===== src/rtl/mul_div_unit.sv =====
// Iterative HI/LO multiply (shift-add) and divide (restoring) unit; hi/lo load WIDTH edges after accept, done pulses one cycle later.
// No queueing: a start that arrives while busy is dropped, and flush aborts an in-flight op without touching hi/lo.
module mul_div_unit #(
   parameter int WIDTH = 32
) (
   input  logic             clk,
   input  logic             reset,
   input  logic             start,
   input  logic [5:0]       funct,
   input  logic             flush,
   input  logic [WIDTH-1:0] a,
   input  logic [WIDTH-1:0] b,
   output logic             busy,
   output logic             done,
   output logic [WIDTH-1:0] hi,
   output logic [WIDTH-1:0] lo,
   output logic [WIDTH-1:0] rdata
);

   localparam int CW = $clog2(WIDTH);
   localparam logic [CW-1:0] LAST = CW'(WIDTH - 1);

   localparam logic [5:0] F_MULT  = 6'b011000;
   localparam logic [5:0] F_MULTU = 6'b011001;
   localparam logic [5:0] F_DIV   = 6'b011010;
   localparam logic [5:0] F_DIVU  = 6'b011011;
   localparam logic [5:0] F_MFHI  = 6'b010000;
   localparam logic [5:0] F_MTHI  = 6'b010001;
   localparam logic [5:0] F_MFLO  = 6'b010010;
   localparam logic [5:0] F_MTLO  = 6'b010011;

   typedef enum logic [1:0] {S_IDLE, S_RUN, S_DONE} state_t;

   state_t           state, state_nx;
   logic [CW-1:0]    cnt;
   logic [WIDTH-1:0] op_a, mcand, acc, sh;
   logic             is_div, div_zero, neg_q, neg_r;

   logic             dec_md, dec_signed, dec_div, dec_mthi, dec_mtlo;
   logic             can_start, accept_md, accept_mthi, accept_mtlo, stepping, finish;
   logic             a_neg, b_neg;
   logic [WIDTH-1:0] a_mag, b_mag;

   logic [WIDTH:0]     msum, rem_sh;
   logic               borrow;
   logic [WIDTH-1:0]   acc_nx, sh_nx, quo, rem, res_hi, res_lo;
   logic [2*WIDTH-1:0] prod, prod_s;

   always_comb begin
      dec_md     = 1'b0;
      dec_signed = 1'b0;
      dec_div    = 1'b0;
      dec_mthi   = 1'b0;
      dec_mtlo   = 1'b0;
      case (funct)
         F_MULT:  begin dec_md = 1'b1; dec_signed = 1'b1; end
         F_MULTU: dec_md = 1'b1;
         F_DIV:   begin dec_md = 1'b1; dec_signed = 1'b1; dec_div = 1'b1; end
         F_DIVU:  begin dec_md = 1'b1; dec_div = 1'b1; end
         F_MTHI:  dec_mthi = 1'b1;
         F_MTLO:  dec_mtlo = 1'b1;
         default: ;
      endcase
   end

   assign can_start   = (state != S_RUN);
   assign accept_md   = start & can_start & dec_md;
   assign accept_mthi = start & can_start & dec_mthi;
   assign accept_mtlo = start & can_start & dec_mtlo;
   assign stepping    = (state == S_RUN) & ~flush;
   assign finish      = stepping & (cnt == LAST);

   // Signed ops iterate on magnitudes; signs are re-applied to the final result.
   assign a_neg = dec_signed & a[WIDTH-1];
   assign b_neg = dec_signed & b[WIDTH-1];
   assign a_mag = a_neg ? -a : a;
   assign b_mag = b_neg ? -b : b;

   always_comb begin
      state_nx = state;
      case (state)
         S_IDLE, S_DONE: state_nx = accept_md ? S_RUN : S_IDLE;
         S_RUN: begin
            if (flush)
               state_nx = S_IDLE;
            else if (cnt == LAST)
               state_nx = S_DONE;
         end
         default: state_nx = S_IDLE;
      endcase
   end

   always_ff @(posedge clk) begin
      if (reset)
         state <= S_IDLE;
      else
         state <= state_nx;
   end

   // One iteration: acc holds the product high half / partial remainder,
   // sh holds the multiplier being shifted out / dividend turning into quotient.
   always_comb begin
      msum   = {1'b0, acc} + (sh[0] ? {1'b0, mcand} : {(WIDTH+1){1'b0}});
      rem_sh = {acc, sh[WIDTH-1]};
      borrow = (rem_sh < {1'b0, mcand});
      acc_nx = acc;
      sh_nx  = sh;
      if (is_div) begin
         if (borrow) begin
            acc_nx = rem_sh[WIDTH-1:0];
            sh_nx  = {sh[WIDTH-2:0], 1'b0};
         end else begin
            acc_nx = rem_sh[WIDTH-1:0] - mcand;
            sh_nx  = {sh[WIDTH-2:0], 1'b1};
         end
      end else begin
         acc_nx = msum[WIDTH:1];
         sh_nx  = {msum[0], sh[WIDTH-1:1]};
      end
   end

   always_comb begin
      prod   = {acc_nx, sh_nx};
      prod_s = neg_q ? -prod : prod;
      quo    = neg_q ? -sh_nx : sh_nx;
      rem    = neg_r ? -acc_nx : acc_nx;
      res_hi = prod_s[2*WIDTH-1:WIDTH];
      res_lo = prod_s[WIDTH-1:0];
      if (is_div) begin
         if (div_zero) begin
            res_hi = op_a;
            res_lo = {WIDTH{1'b1}};
         end else begin
            res_hi = rem;
            res_lo = quo;
         end
      end
   end

   always_ff @(posedge clk) begin
      if (reset) begin
         cnt      <= '0;
         op_a     <= '0;
         mcand    <= '0;
         acc      <= '0;
         sh       <= '0;
         is_div   <= 1'b0;
         div_zero <= 1'b0;
         neg_q    <= 1'b0;
         neg_r    <= 1'b0;
         hi       <= '0;
         lo       <= '0;
      end else begin
         if (accept_md) begin
            op_a     <= a;
            is_div   <= dec_div;
            div_zero <= dec_div & (b == '0);
            neg_q    <= a_neg ^ b_neg;
            neg_r    <= a_neg;
            acc      <= '0;
            cnt      <= '0;
            sh       <= dec_div ? a_mag : b_mag;
            mcand    <= dec_div ? b_mag : a_mag;
         end else if (stepping) begin
            acc <= acc_nx;
            sh  <= sh_nx;
            cnt <= cnt + 1'b1;
         end
         if (finish) begin
            hi <= res_hi;
            lo <= res_lo;
         end else begin
            if (accept_mthi)
               hi <= a;
            if (accept_mtlo)
               lo <= a;
         end
      end
   end

   assign busy = (state == S_RUN);
   assign done = (state == S_DONE);

   always_comb begin
      rdata = '0;
      if (funct == F_MFHI)
         rdata = hi;
      else if (funct == F_MFLO)
         rdata = lo;
   end

endmodule

===== config.mk =====
export PLATFORM = sky130hd
export DESIGN_NAME = mul_div_unit
export DESIGN_NICKNAME = d
export VERILOG_FILES = /design/src/rtl/mul_div_unit.sv
export SDC_FILE = /design/constraint.sdc
export NUM_CORES = 1
export LEC_CHECK = 0
export BUFFER_PORTS_ARGS = -buffer_cell sky130_fd_sc_hd__buf_2
export CORE_MARGIN = 10
export CORE_UTILIZATION = 49
export CTS_CLUSTER_SIZE = 16
export DETAILED_ROUTE_END_ITERATION = 8
export PLACE_DENSITY = 0.67
export SYNTH_ARGS = -nofsm -noshare
export SYNTH_HDL_FRONTEND = slang
export SYNTH_SLANG_ARGS = --single-unit

===== constraint.sdc =====
create_clock -name clk -period 7.1 [get_ports clk]
set_input_delay 1.42 -clock clk [delete_from_list [all_inputs] [get_ports clk]]
set_output_delay 1.42 -clock clk [all_outputs]
set_load 0.01 [all_outputs]

==> run_results.csv, run 1 <==
group,metric,value,unit
placement,place.gp.congestion,1.007,
synth,avgSynthCellArea,7.169,sq um
worst_setup_path,cp-start-kind,"flop",
pwr,intPower,2092,uW
sta,max_slew_margin,0.1681,
sta,clock.fmax,0.1583,GHz
global_route,antenna_found_initial,0,
clock_tree,postCtsSetupRepairBufs,0,
pwr,clockPowerShare,0.422,
clock_tree,cts_tree,"built",
routing,firstDrtPassIters,8,
synth,yosysWarnings,0,
routing,ant_nets,0,
routing,routedWlPerCell,26.35,um
clock_tree,cts_buffers,25,
job,cap_violations,0,
global_route,gr-total-overflow,0,
die,die_y,215.3,um
die,die-area,46350,sq um
sta,worst_slew_pin_slew,1.216,ns
placement,hpwl,63570,um
sta,period_needed,6.316,ns
sta,tns,0,ns
placement,place_ws,1.066,ns
placement,io_buffers,171,
layout,nets,2797,
clock_tree,clk_path_buf_depth,3,
synth,synthSimpleGateAreaFrac,0.2396,
synth,yosysSeqAreaShare,0.2174,
routing,routed_wl,83780,um
pwr,leakage,0.008297,uW
pwr,pwr-share-seq,0.374,
pwr,power_switching,1024,uW
layout,drive_above_1_share,0.1154,
synth,ys.flop_type,"dfxtp_1",
sta,setup_viol,0,
run_status,outcome,"completed",
synth,synth_edf_count,0,
sta,drv_slew,0,
clock_tree,clkSinkCount,203,
clock_tree,cts-root-buf,"clkbuf_16",
synth,synth_top_family_by_area,"compound AO/OA/AOI/OAI gates",
clock_tree,htree_levels,1,
worst_setup_path,end_kind,"flop",
sta,hold_viol,0,
die,start_util,0.4962,
sta,final.period_utilization,0.8896,
routing,vias_per_cell,6.647,
synth,syn-instance-count,2607,
global_route,grt_start_max_net_pins,92,
die,die-width,215.3,um
routing,vias,21140,
synth,synthXorXnorAreaFrac,0.07545,
routing,post-route-drc-count,0,
clock_tree,insertion_delay,0.56,ns
global_route,first_global_vias,19460,
synth,synth-compound-area-share,0.2905,
pwr,vdd_drop_max,0.1731,mV
worst_setup_path,critPathKind,"reg2reg",
worst_setup_path,critPathRequiredTime,7.56,ns
sta,setup_ws,0.7839,ns
worst_setup_path,cp_max_fo,10,
sta,clock_skew,0.01592,ns
synth,synthMuxAreaShare,0.07371,
global_route,grt.total_usage,0.3409,
layout,final_common_cell,"nand2_1",
synth,synthDistinctLibCells,103,
synth,synth_nets,2753,
synth,ys_seq_elements,203,
pwr,p_sw_frac,0.3287,
synth,async_flop_share,0,
clock_tree,cts_resized,0,
die,rows,71,
pwr,p_per_area,152.1,nW/um^2
die,io_pins,172,
synth,synth.cell_area,18690,sq um
synth,synthAdderAreaFrac,0.04901,
die,placeableCoreArea,37670,sq um
sta,rsz0062_at_grt,"false",
clock_tree,path_clk_slew,0.07,ns
routing,drtIter0Drc,2794,
layout,fillers,3806,
pwr,pwr-share-comb,0.204,
clock_tree,ctsHoldBuffers,0,
worst_setup_path,worstPathArrival,6.78,ns
layout,layout_common_cells,"nand2_1 (425), a21oi_1 (222), nor2_1 (208), dfxtp_1 (201), buf_2 (169)",
global_route,grt_pass1_wl,123300,um
layout,synthToLayoutAreaGrowth,9.593,%
min_path,hold_path_class,"reg2reg",
-- power groups by stage --
| stage | registers [uW] | logic (uW) | clock network (uW) |
|---|---|---|---|
| 2_1_floorplan | 1180 | 389 | 0 |
| 3_3_place_gp | 1190 | 610 | 0 |
| 6_report | 1170 | 636 | 1320 |
| 3_5_place_dp | 1190 | 608 | 0 |
| 5_1_grt | 1170 | 669 | 1360 |
| 4_1_cts | 1160 | 611 | 1310 |
-- cells in the mapped netlist, drive strengths merged, types with 15 or more instances --
| library cell | n | area share |
|---|---|---|
| nand2 | 430 | 0.087 |
| a21oi | 226 | 0.061 |
| nor2 | 212 | 0.043 |
| dfxtp | 203 | 0.22 |
| o21ai | 159 | 0.043 |
| clkbuf | 132 | 0.027 |
| mux2i | 129 | 0.069 |
| xnor2 | 113 | 0.053 |
| o211ai | 80 | 0.032 |
| ha | 70 | 0.047 |
| inv | 67 | 0.013 |
| nor3 | 65 | 0.018 |
| and2 | 54 | 0.018 |
| buf | 51 | 0.014 |
| xor2 | 48 | 0.022 |
| a211oi | 45 | 0.019 |
| nand3 | 40 | 0.011 |
| a221oi | 38 | 0.018 |
| a31oi | 34 | 0.013 |
| o31ai | 31 | 0.012 |
| a21o | 28 | 0.011 |
| nand2b | 27 | 0.0090 |
| nand4 | 23 | 0.0077 |
| nor4 | 22 | 0.0077 |
| or3 | 21 | 0.0070 |
| nor2b | 18 | 0.0060 |
| and3 | 16 | 0.0054 |
| a311oi | 15 | 0.0083 |
-- registers in the layout, summed over array words and instances, names as in the netlist --
| name | count |
|---|---|
| div_zero | 1 |
| state | 2 |
| sh | 32 |
| mcand | 32 |
| is_div | 1 |
| op_a | 32 |
| acc | 32 |
| neg_q | 1 |
| lo | 32 |
| neg_r | 1 |
| hi | 32 |
| cnt | 5 |
-- final timing paths --
path	startpoint	end	depth (start not counted)	slack, ns
max	mcand[16]	hi[12]	18	0.78
min	op_a[11]	op_a[11]	2	0.45
max reg2reg	mcand[16]	hi[12]	18	0.78
min reg2reg	op_a[11]	op_a[11]	2	0.45
-- worst max-delay path, cell delays in order, from the launching register on --
cell and delay (ns):
dfxtp_1 0.35, inv_1 0.06, ha_1 0.38, a21oi_1 0.45, a21bo_1 0.27, a32oi_2 0.41, a21boi_2 0.12, o21ai_0 0.84
a21boi_0 0.42, ha_1 0.26, o2111ai_1 0.36, nor3_1 0.33, o21ai_0 0.18, or2_2 0.33, or3_1 0.50, o41ai_1 0.47
xor2_1 0.18, nand2_1 0.07, and3_1 0.21
-- cell families after synthesis --
family	Yosys count
xor+xnor	161
simple gates	977
fa+ha+maj	72
mux	136
compound gates	808
buf+inv	250
flops	203
-- per-stage QoR --
stage                     area [sq um]  instances  utilization  power [uW]  hold slack (ns)
after floorplan                  18690       2607            -        1573           0.4312
after global placement           19680       3135       0.5225        1799           0.4394
after detailed placement         19680       3135       0.5225        1797           0.4434
after CTS                        20480       3179       0.5437        3085           0.4514
after global routing             20480       3179       0.5437        3191           0.4745
final                            20480       3180       0.5438        3116           0.4495
-- cell type report --
type,instances,area (sq um),share of cell area
Antenna cell,1,2.502,0.0001222
Multi-Input combinational cell,2154,13640,0.6660
Inverter,67,251.5,0.01228
Sequential cell,203,4069,0.1987
Tap cell,511,639.4,0.03122
Clock inverter,5,52.55,0.002566
Clock buffer,39,748.2,0.03653
Timing Repair Buffer,200,1079,0.05266
-- per-layer routing --
layer  vias to the layer above  global-route usage  wire length [um]  share of wire
li1                       9581                   -                 -              -
met1                     10070              0.4251             32610           0.39
met2                      1228              0.5404             37330           0.45
met3                       264             0.06390              8150          0.097
met4                         0              0.1976              5689          0.068
met5                         -                   0                 0              0
Note: power is estimated with default switching activity, not from simulation.
==> run 2, diff against run 1 <==
--- a/config.mk
+++ b/config.mk
@@ -10,7 +10,7 @@
 export CORE_UTILIZATION = 49
 export CTS_CLUSTER_SIZE = 16
 export DETAILED_ROUTE_END_ITERATION = 8
-export PLACE_DENSITY = 0.67
+export PLACE_DENSITY = 0.69
 export SYNTH_ARGS = -nofsm -noshare
 export SYNTH_HDL_FRONTEND = slang
 export SYNTH_SLANG_ARGS = --single-unit
==> constraint.sdc (replaced) <==
create_clock -name clk -period 5.5 [get_ports clk]
set_input_delay 1.1 -clock clk [delete_from_list [all_inputs] [get_ports clk]]
set_output_delay 1.1 -clock clk [all_outputs]
set_load 0.01 [all_outputs]
==> run 2 against run 1 <==
- routed wire length shrank 2.4%
- final cell count grew 1.4%
- fmax rose by 21%
- register-to-register slack lost 0.49 ns
- die area did not move
- clock skew is 0.0083 ns higher
- critical path depth unchanged
- sequential power up 28%
- non-clock buffer count is 38 higher
- power rose by 37%
- critical path type unchanged
- critical endpoint unchanged
- largest power group unchanged
- highest routed layer is now met5
==> run_results.csv, run 2 (synthesized netlist as in run 1, its figures left out) <==
group,metric,value,unit
run_status,outcome,"completed",
sta,drv_slew,0,
job,cap_violations,0,
sta,worst_slew_pin_slew,1.060,ns
routing,vias,21200,
sta,rsz0062_at_grt,"false",
worst_setup_path,critical_path.top_delay_family,"compound AO/OA/AOI/OAI gates",
placement,place.gp.congestion,1.056,
global_route,grt.total_usage,0.3327,
clock_tree,clkSinkCount,203,
clock_tree,htree_levels,1,
sta,max_slew_margin,0.2933,
sta,clock.fmax,0.1922,GHz
sta,final.period_utilization,0.9462,
worst_setup_path,critPathKind,"reg2reg",
clock_tree,cts-root-buf,"clkbuf_16",
routing,firstDrtPassIters,6,
layout,final_common_cell,"nand2_1",
clock_tree,insertion_delay,0.58,ns
worst_setup_path,worstPathArrival,5.67,ns
sta,period_needed,5.204,ns
worst_setup_path,cp_max_fo,10,
layout,layout_common_cells,"nand2_1 (425), a21oi_1 (222), nor2_1 (208), dfxtp_1 (201), buf_2 (169)",
pwr,pwr-share-seq,0.352,
layout,nets,2836,
worst_setup_path,max_stage_delay,0.52,ns
routing,routedWlPerCell,25.35,um
die,die-area,46350,sq um
die,io_pins,172,
sta,clock_skew,0.02423,ns
worst_setup_path,crit_path_top_delay_cell,"or3_1",
clock_tree,cts_buffers,26,
routing,routed_wl,81730,um
pwr,power_switching,1367,uW
routing,drtIter0Drc,2784,
clock_tree,path_clk_slew,0.06,ns
placement,io_buffers,171,
pwr,pwr-share-comb,0.200,
die,placeableCoreArea,37670,sq um
sta,hold_viol,0,
clock_tree,clk_path_buf_depth,3,
pwr,p_sw_frac,0.3198,
min_path,hold_path_class,"reg2reg",
pwr,leakage,0.008540,uW
pwr,vdd_drop_max,0.2050,mV
routing,ant_nets,0,
clock_tree,postCtsSetupRepairBufs,0,
layout,synthToLayoutAreaGrowth,11.94,%
routing,vias_per_cell,6.574,
global_route,grt_start_max_net_pins,67,
routing,post-route-drc-count,0,
pwr,p_per_area,204.3,nW/um^2
worst_setup_path,critPathRequiredTime,5.97,ns
worst_setup_path,cp-start-kind,"flop",
clock_tree,cts_tree,"built",
worst_setup_path,end_kind,"flop",
global_route,first_global_vias,19640,
layout,drive_above_1_share,0.1303,
die,die-width,215.3,um
placement,place_ws,0.2114,ns
pwr,total_power,4274,uW
global_route,antenna_found_initial,5,
global_route,grt_pass1_wl,121200,um
sta,tns,0,ns
worst_setup_path,crit_chain,"inv_1 -> ha_1 -> a21oi_1 -> o21ai_2 -> a211o_1 -> a31o_2 -> o21ai_2 -> a21boi_0 -> ha_1 -> o2111ai_1 -> nor3_1 -> o21ai_0 -> or2_2 -> or3_1 -> o41ai_1 -> xor2_1 -> nand2_1 -> and3_1",
sta,setup_viol,0,
worst_setup_path,path_buf_inv,1,
pwr,intPower,2907,uW
pwr,clockPowerShare,0.448,
die,start_util,0.4962,
global_route,gr-total-overflow,0,
placement,hpwl,62460,um
worst_setup_path,r2r_slack,0.30,ns
die,rows,71,
die,die_y,215.3,um
sta,setup_ws,0.2959,ns
## run 2: changes by cell type in the layout (fill, tap and decap cells not counted), moves of 2 or more
cell,previous run,this run
inv_6,0,2
diode_2,1,3
bufinv_16,1,4
clkbuf_1,7,5
buf_4,31,69
## run 2: tightest hold or removal path: stages (launching register included)
cell and delay, ns:
dfxtp_1 0.31, nand2_1 0.05, a21oi_1 0.05
## run 2: power by group through the flow
stage               Sequential, uW  Combinational, uW  Clock [uW]
floorplan                     1530                502           0
global placement              1530                812           0
detailed placement            1530                816           0
CTS                           1500                820        1920
global route                  1500                898        1970
finish                        1500                856        1910
## run 2: per-stage QoR
stage	hold slack [ns]	area, sq um	cells	utilization
2_1_floorplan	0.4312	18690	2607	-
3_3_place_gp	0.4403	19960	3173	0.5299
3_5_place_dp	0.4476	19960	3173	0.5299
4_1_cts	0.4570	20900	3221	0.5548
5_1_grt	0.4727	20920	3222	0.5553
6_report	0.4573	20920	3224	0.5554
## run 2: repair_timing
action                                  4_1_cts  5_1_grt
gates resized for setup                       0        4
hold endpoints to repair                      0        0
hold buffers                                  0        0
endpoints found under the setup margin        0        9
## run 2: cell type report
cell class / count / area, sq um
well taps: 511 / 639.4
inverters: 67 / 251.5
repair buffers: 238 / 1364
clock buffers: 38 / 765.7
clock inverters: 10 / 171.4
multi-input cells: 2154 / 13650
flip-flops and latches: 203 / 4069
fillers: 3721 / 16750
diodes: 3 / 7.507
## run 2: final timing paths
kind	from	end	depth (start not counted)
min reg2reg	op_a[23]	op_a[23]	2
min	op_a[23]	op_a[23]	2
max reg2reg	mcand[20]	hi[12]	18
max	mcand[20]	hi[12]	18
## run 2: per-layer routing
metal  share of wire  track usage  up-vias  wire length (um)
li1                -            -     9658                 -
met1            0.39       0.4158    10020             31870
met2            0.44       0.5161     1249             35840
met3            0.10      0.07135      268              8541
met4           0.067       0.2007        2              5457
met5         0.00017            0        -                14
==> run 3, diff against run 2 <==
--- a/config.mk
+++ b/config.mk
@@ -10,6 +10,7 @@
 export CORE_UTILIZATION = 49
 export CTS_CLUSTER_SIZE = 16
 export DETAILED_ROUTE_END_ITERATION = 8
+export MAX_ROUTING_LAYER = met4
 export PLACE_DENSITY = 0.69
 export SYNTH_ARGS = -nofsm -noshare
 export SYNTH_HDL_FRONTEND = slang
==> run 3 against run 2 <==
- fmax up 0.29%
- power down 0.12%
- first-iteration DRC count down 13%
- combinational power up 3.5%
- non-clock buffer count up 5
- final cell count up 0.12%
- sequential power about the same
- sequential share of layout area down 0.055 points
- critical path type unchanged
- largest cell class unchanged
==> run_results.csv, run 3 (synthesized netlist as in run 1, its figures left out) <==
group,metric,value,unit
pwr,power_switching,1410,uW
sta,clock_skew,0.03910,ns
clock_tree,htree_levels,1,
global_route,grt_pass1_wl,125900,um
sta,period_needed,5.189,ns
pwr,p_sw_frac,0.3303,
run_status,outcome,"completed",
global_route,gr-total-overflow,0,
worst_setup_path,critical_path.top_delay_family,"simple AND/OR/NAND/NOR gates",
worst_setup_path,regToRegEndpoint,"hi[24]",
routing,routedWlPerCell,26.36,um
clock_tree,clkSinkCount,203,
pwr,total_power,4269,uW
sta,clock.fmax,0.1927,GHz
layout,drive_above_1_share,0.1336,
worst_setup_path,worstPathArrival,5.62,ns
routing,vias,21160,
worst_setup_path,path_buf_inv,4,
clock_tree,clk_path_buf_depth,3,
min_path,min_path_cells,2,
sta,rsz0062_at_grt,"false",
worst_setup_path,crit_chain,"inv_1 -> ha_1 -> and4_1 -> a21bo_1 -> a32oi_2 -> buf_4 -> a21bo_4 -> nand2_2 -> buf_4 -> a31oi_1 -> buf_4 -> and4_1 -> nand4_1 -> or4_1 -> o211ai_1 -> o31a_1 -> o221ai_1",
sta,setup_ws,0.3112,ns
min_path,hold_start,"op_a[11]",
clock_tree,cts_tree,"built",
routing,post-route-drc-count,0,
layout,diodes,0,
pwr,pwr-share-comb,0.208,
die,rows,71,
pwr,clockPowerShare,0.440,
sta,final.period_utilization,0.9434,
worst_setup_path,reg2regPathDepth,17,
routing,ant_nets,0,
routing,firstDrtPassIters,6,
global_route,grt_start_max_net_pins,125,
die,io_pins,172,
pwr,p_per_area,203.5,nW/um^2
pwr,intPower,2859,uW
die,start_util,0.4962,
placement,hpwl,64480,um
worst_setup_path,max_stage_delay,0.67,ns
layout,fillers,3789,
routing,vias_per_cell,6.555,
clock_tree,path_clk_slew,0.06,ns
layout,synthToLayoutAreaGrowth,12.25,%
layout,layout_common_cells,"nand2_1 (425), a21oi_1 (221), nor2_1 (208), dfxtp_1 (201), buf_2 (169)",
worst_setup_path,critPathKind,"reg2reg",
placement,io_buffers,171,
global_route,grt.total_usage,0.3586,
sta,whs,0.4495,ns
clock_tree,cts-root-buf,"clkbuf_16",
placement,place.gp.congestion,1.109,
worst_setup_path,crit_path_top_delay_cell,"or4_1",
min_path,hold_path_class,"reg2reg",
worst_setup_path,cp-start-kind,"flop",
placement,place_ws,0.1895,ns
die,die_y,215.3,um
worst_setup_path,r2r_slack,0.31,ns
worst_setup_path,end_kind,"flop",
routing,drtIter0Drc,2423,
layout,nets,2842,
routing,routed_wl,85090,um
die,die-width,215.3,um
worst_setup_path,cpMostUsedCell,"buf_4",
pwr,vdd_drop_max,0.2186,mV
job,cap_violations,0,
sta,setup_viol,0,
clock_tree,cts_buffers,27,
global_route,antenna_found_initial,0,
sta,tns,0,ns
die,placeableCoreArea,37670,sq um
sta,max_slew_margin,0.2482,
min_path,hold-path-endpoint,"op_a[11]",
pwr,leakage,0.008585,uW
sta,hold_viol,0,
layout,final_common_cell,"nand2_1",
die,die-area,46350,sq um
global_route,first_global_vias,20050,
pwr,pwr-share-seq,0.352,
clock_tree,insertion_delay,0.60,ns
worst_setup_path,rr_startpoint,"mcand[9]",
worst_setup_path,critPathRequiredTime,5.93,ns
worst_setup_path,cp_max_fo,15,
sta,drv_slew,0,
sta,worst_slew_pin_slew,1.128,ns
==> run 3: what timing repair did <==
item | in CTS | in global routing
setup endpoints to repair | 0 | 10
hold buffers | 0 | 0
buffers inserted | 0 | 0
resized for setup | 0 | 5
==> run 3: worst max-delay path by stage <==
stage	depth (start not counted)	end	slack (ns)	from
after floorplan	21	hi[30]	0.15	is_div
after global placement	20	hi[26]	0.36	mcand[20]
after detailed placement	20	hi[26]	0.19	mcand[20]
after CTS	20	hi[26]	0.14	mcand[20]
after global routing	20	hi[26]	0.03	mcand[24]
final	17	hi[24]	0.31	mcand[9]
==> run 3: power groups by stage <==
stage | registers (uW) | logic, uW | clock network (uW)
after floorplan | 1530 | 502 | 0
after global placement | 1530 | 845 | 0
after detailed placement | 1530 | 847 | 0
after CTS | 1500 | 851 | 1880
after global routing | 1500 | 930 | 1930
final | 1500 | 886 | 1880
==> run 3: tightest hold or removal path: cells and delay by family (launching register included) <==
kind	cells	cell delay [ns]
simple gates	1	0.05
flops	1	0.30
compound gates	1	0.05
==> run 3: cell type report <==
| class | instances | area, sq um | area share |
|---|---|---|---|
| clock buffers | 33 | 738.2 | 0.03519 |
| multi-input cells | 2154 | 13650 | 0.6509 |
| inverters | 67 | 251.5 | 0.01199 |
| flip-flops and latches | 203 | 4069 | 0.1940 |
| repair buffers | 243 | 1451 | 0.06918 |
| well taps | 511 | 639.4 | 0.03048 |
| clock inverters | 17 | 175.2 | 0.008350 |
==> run 3: stage by stage <==
step | util | instance area (sq um) | instances
6_report | 0.5570 | 20980 | 3228
5_1_grt | 0.5570 | 20980 | 3228
4_1_cts | 0.5565 | 20960 | 3228
3_5_place_dp | 0.5322 | 20050 | 3178
3_3_place_gp | 0.5322 | 20050 | 3178
2_1_floorplan | - | 18690 | 2607
==> run 3: layer usage <==
metal  GRT usage  routed length (um)  part of all wire
met4      0.2110                5939             0.070
met5           -                   0                 0
met2      0.5477               37950              0.45
met1      0.4363               33370              0.39
met3     0.06447                7835             0.092
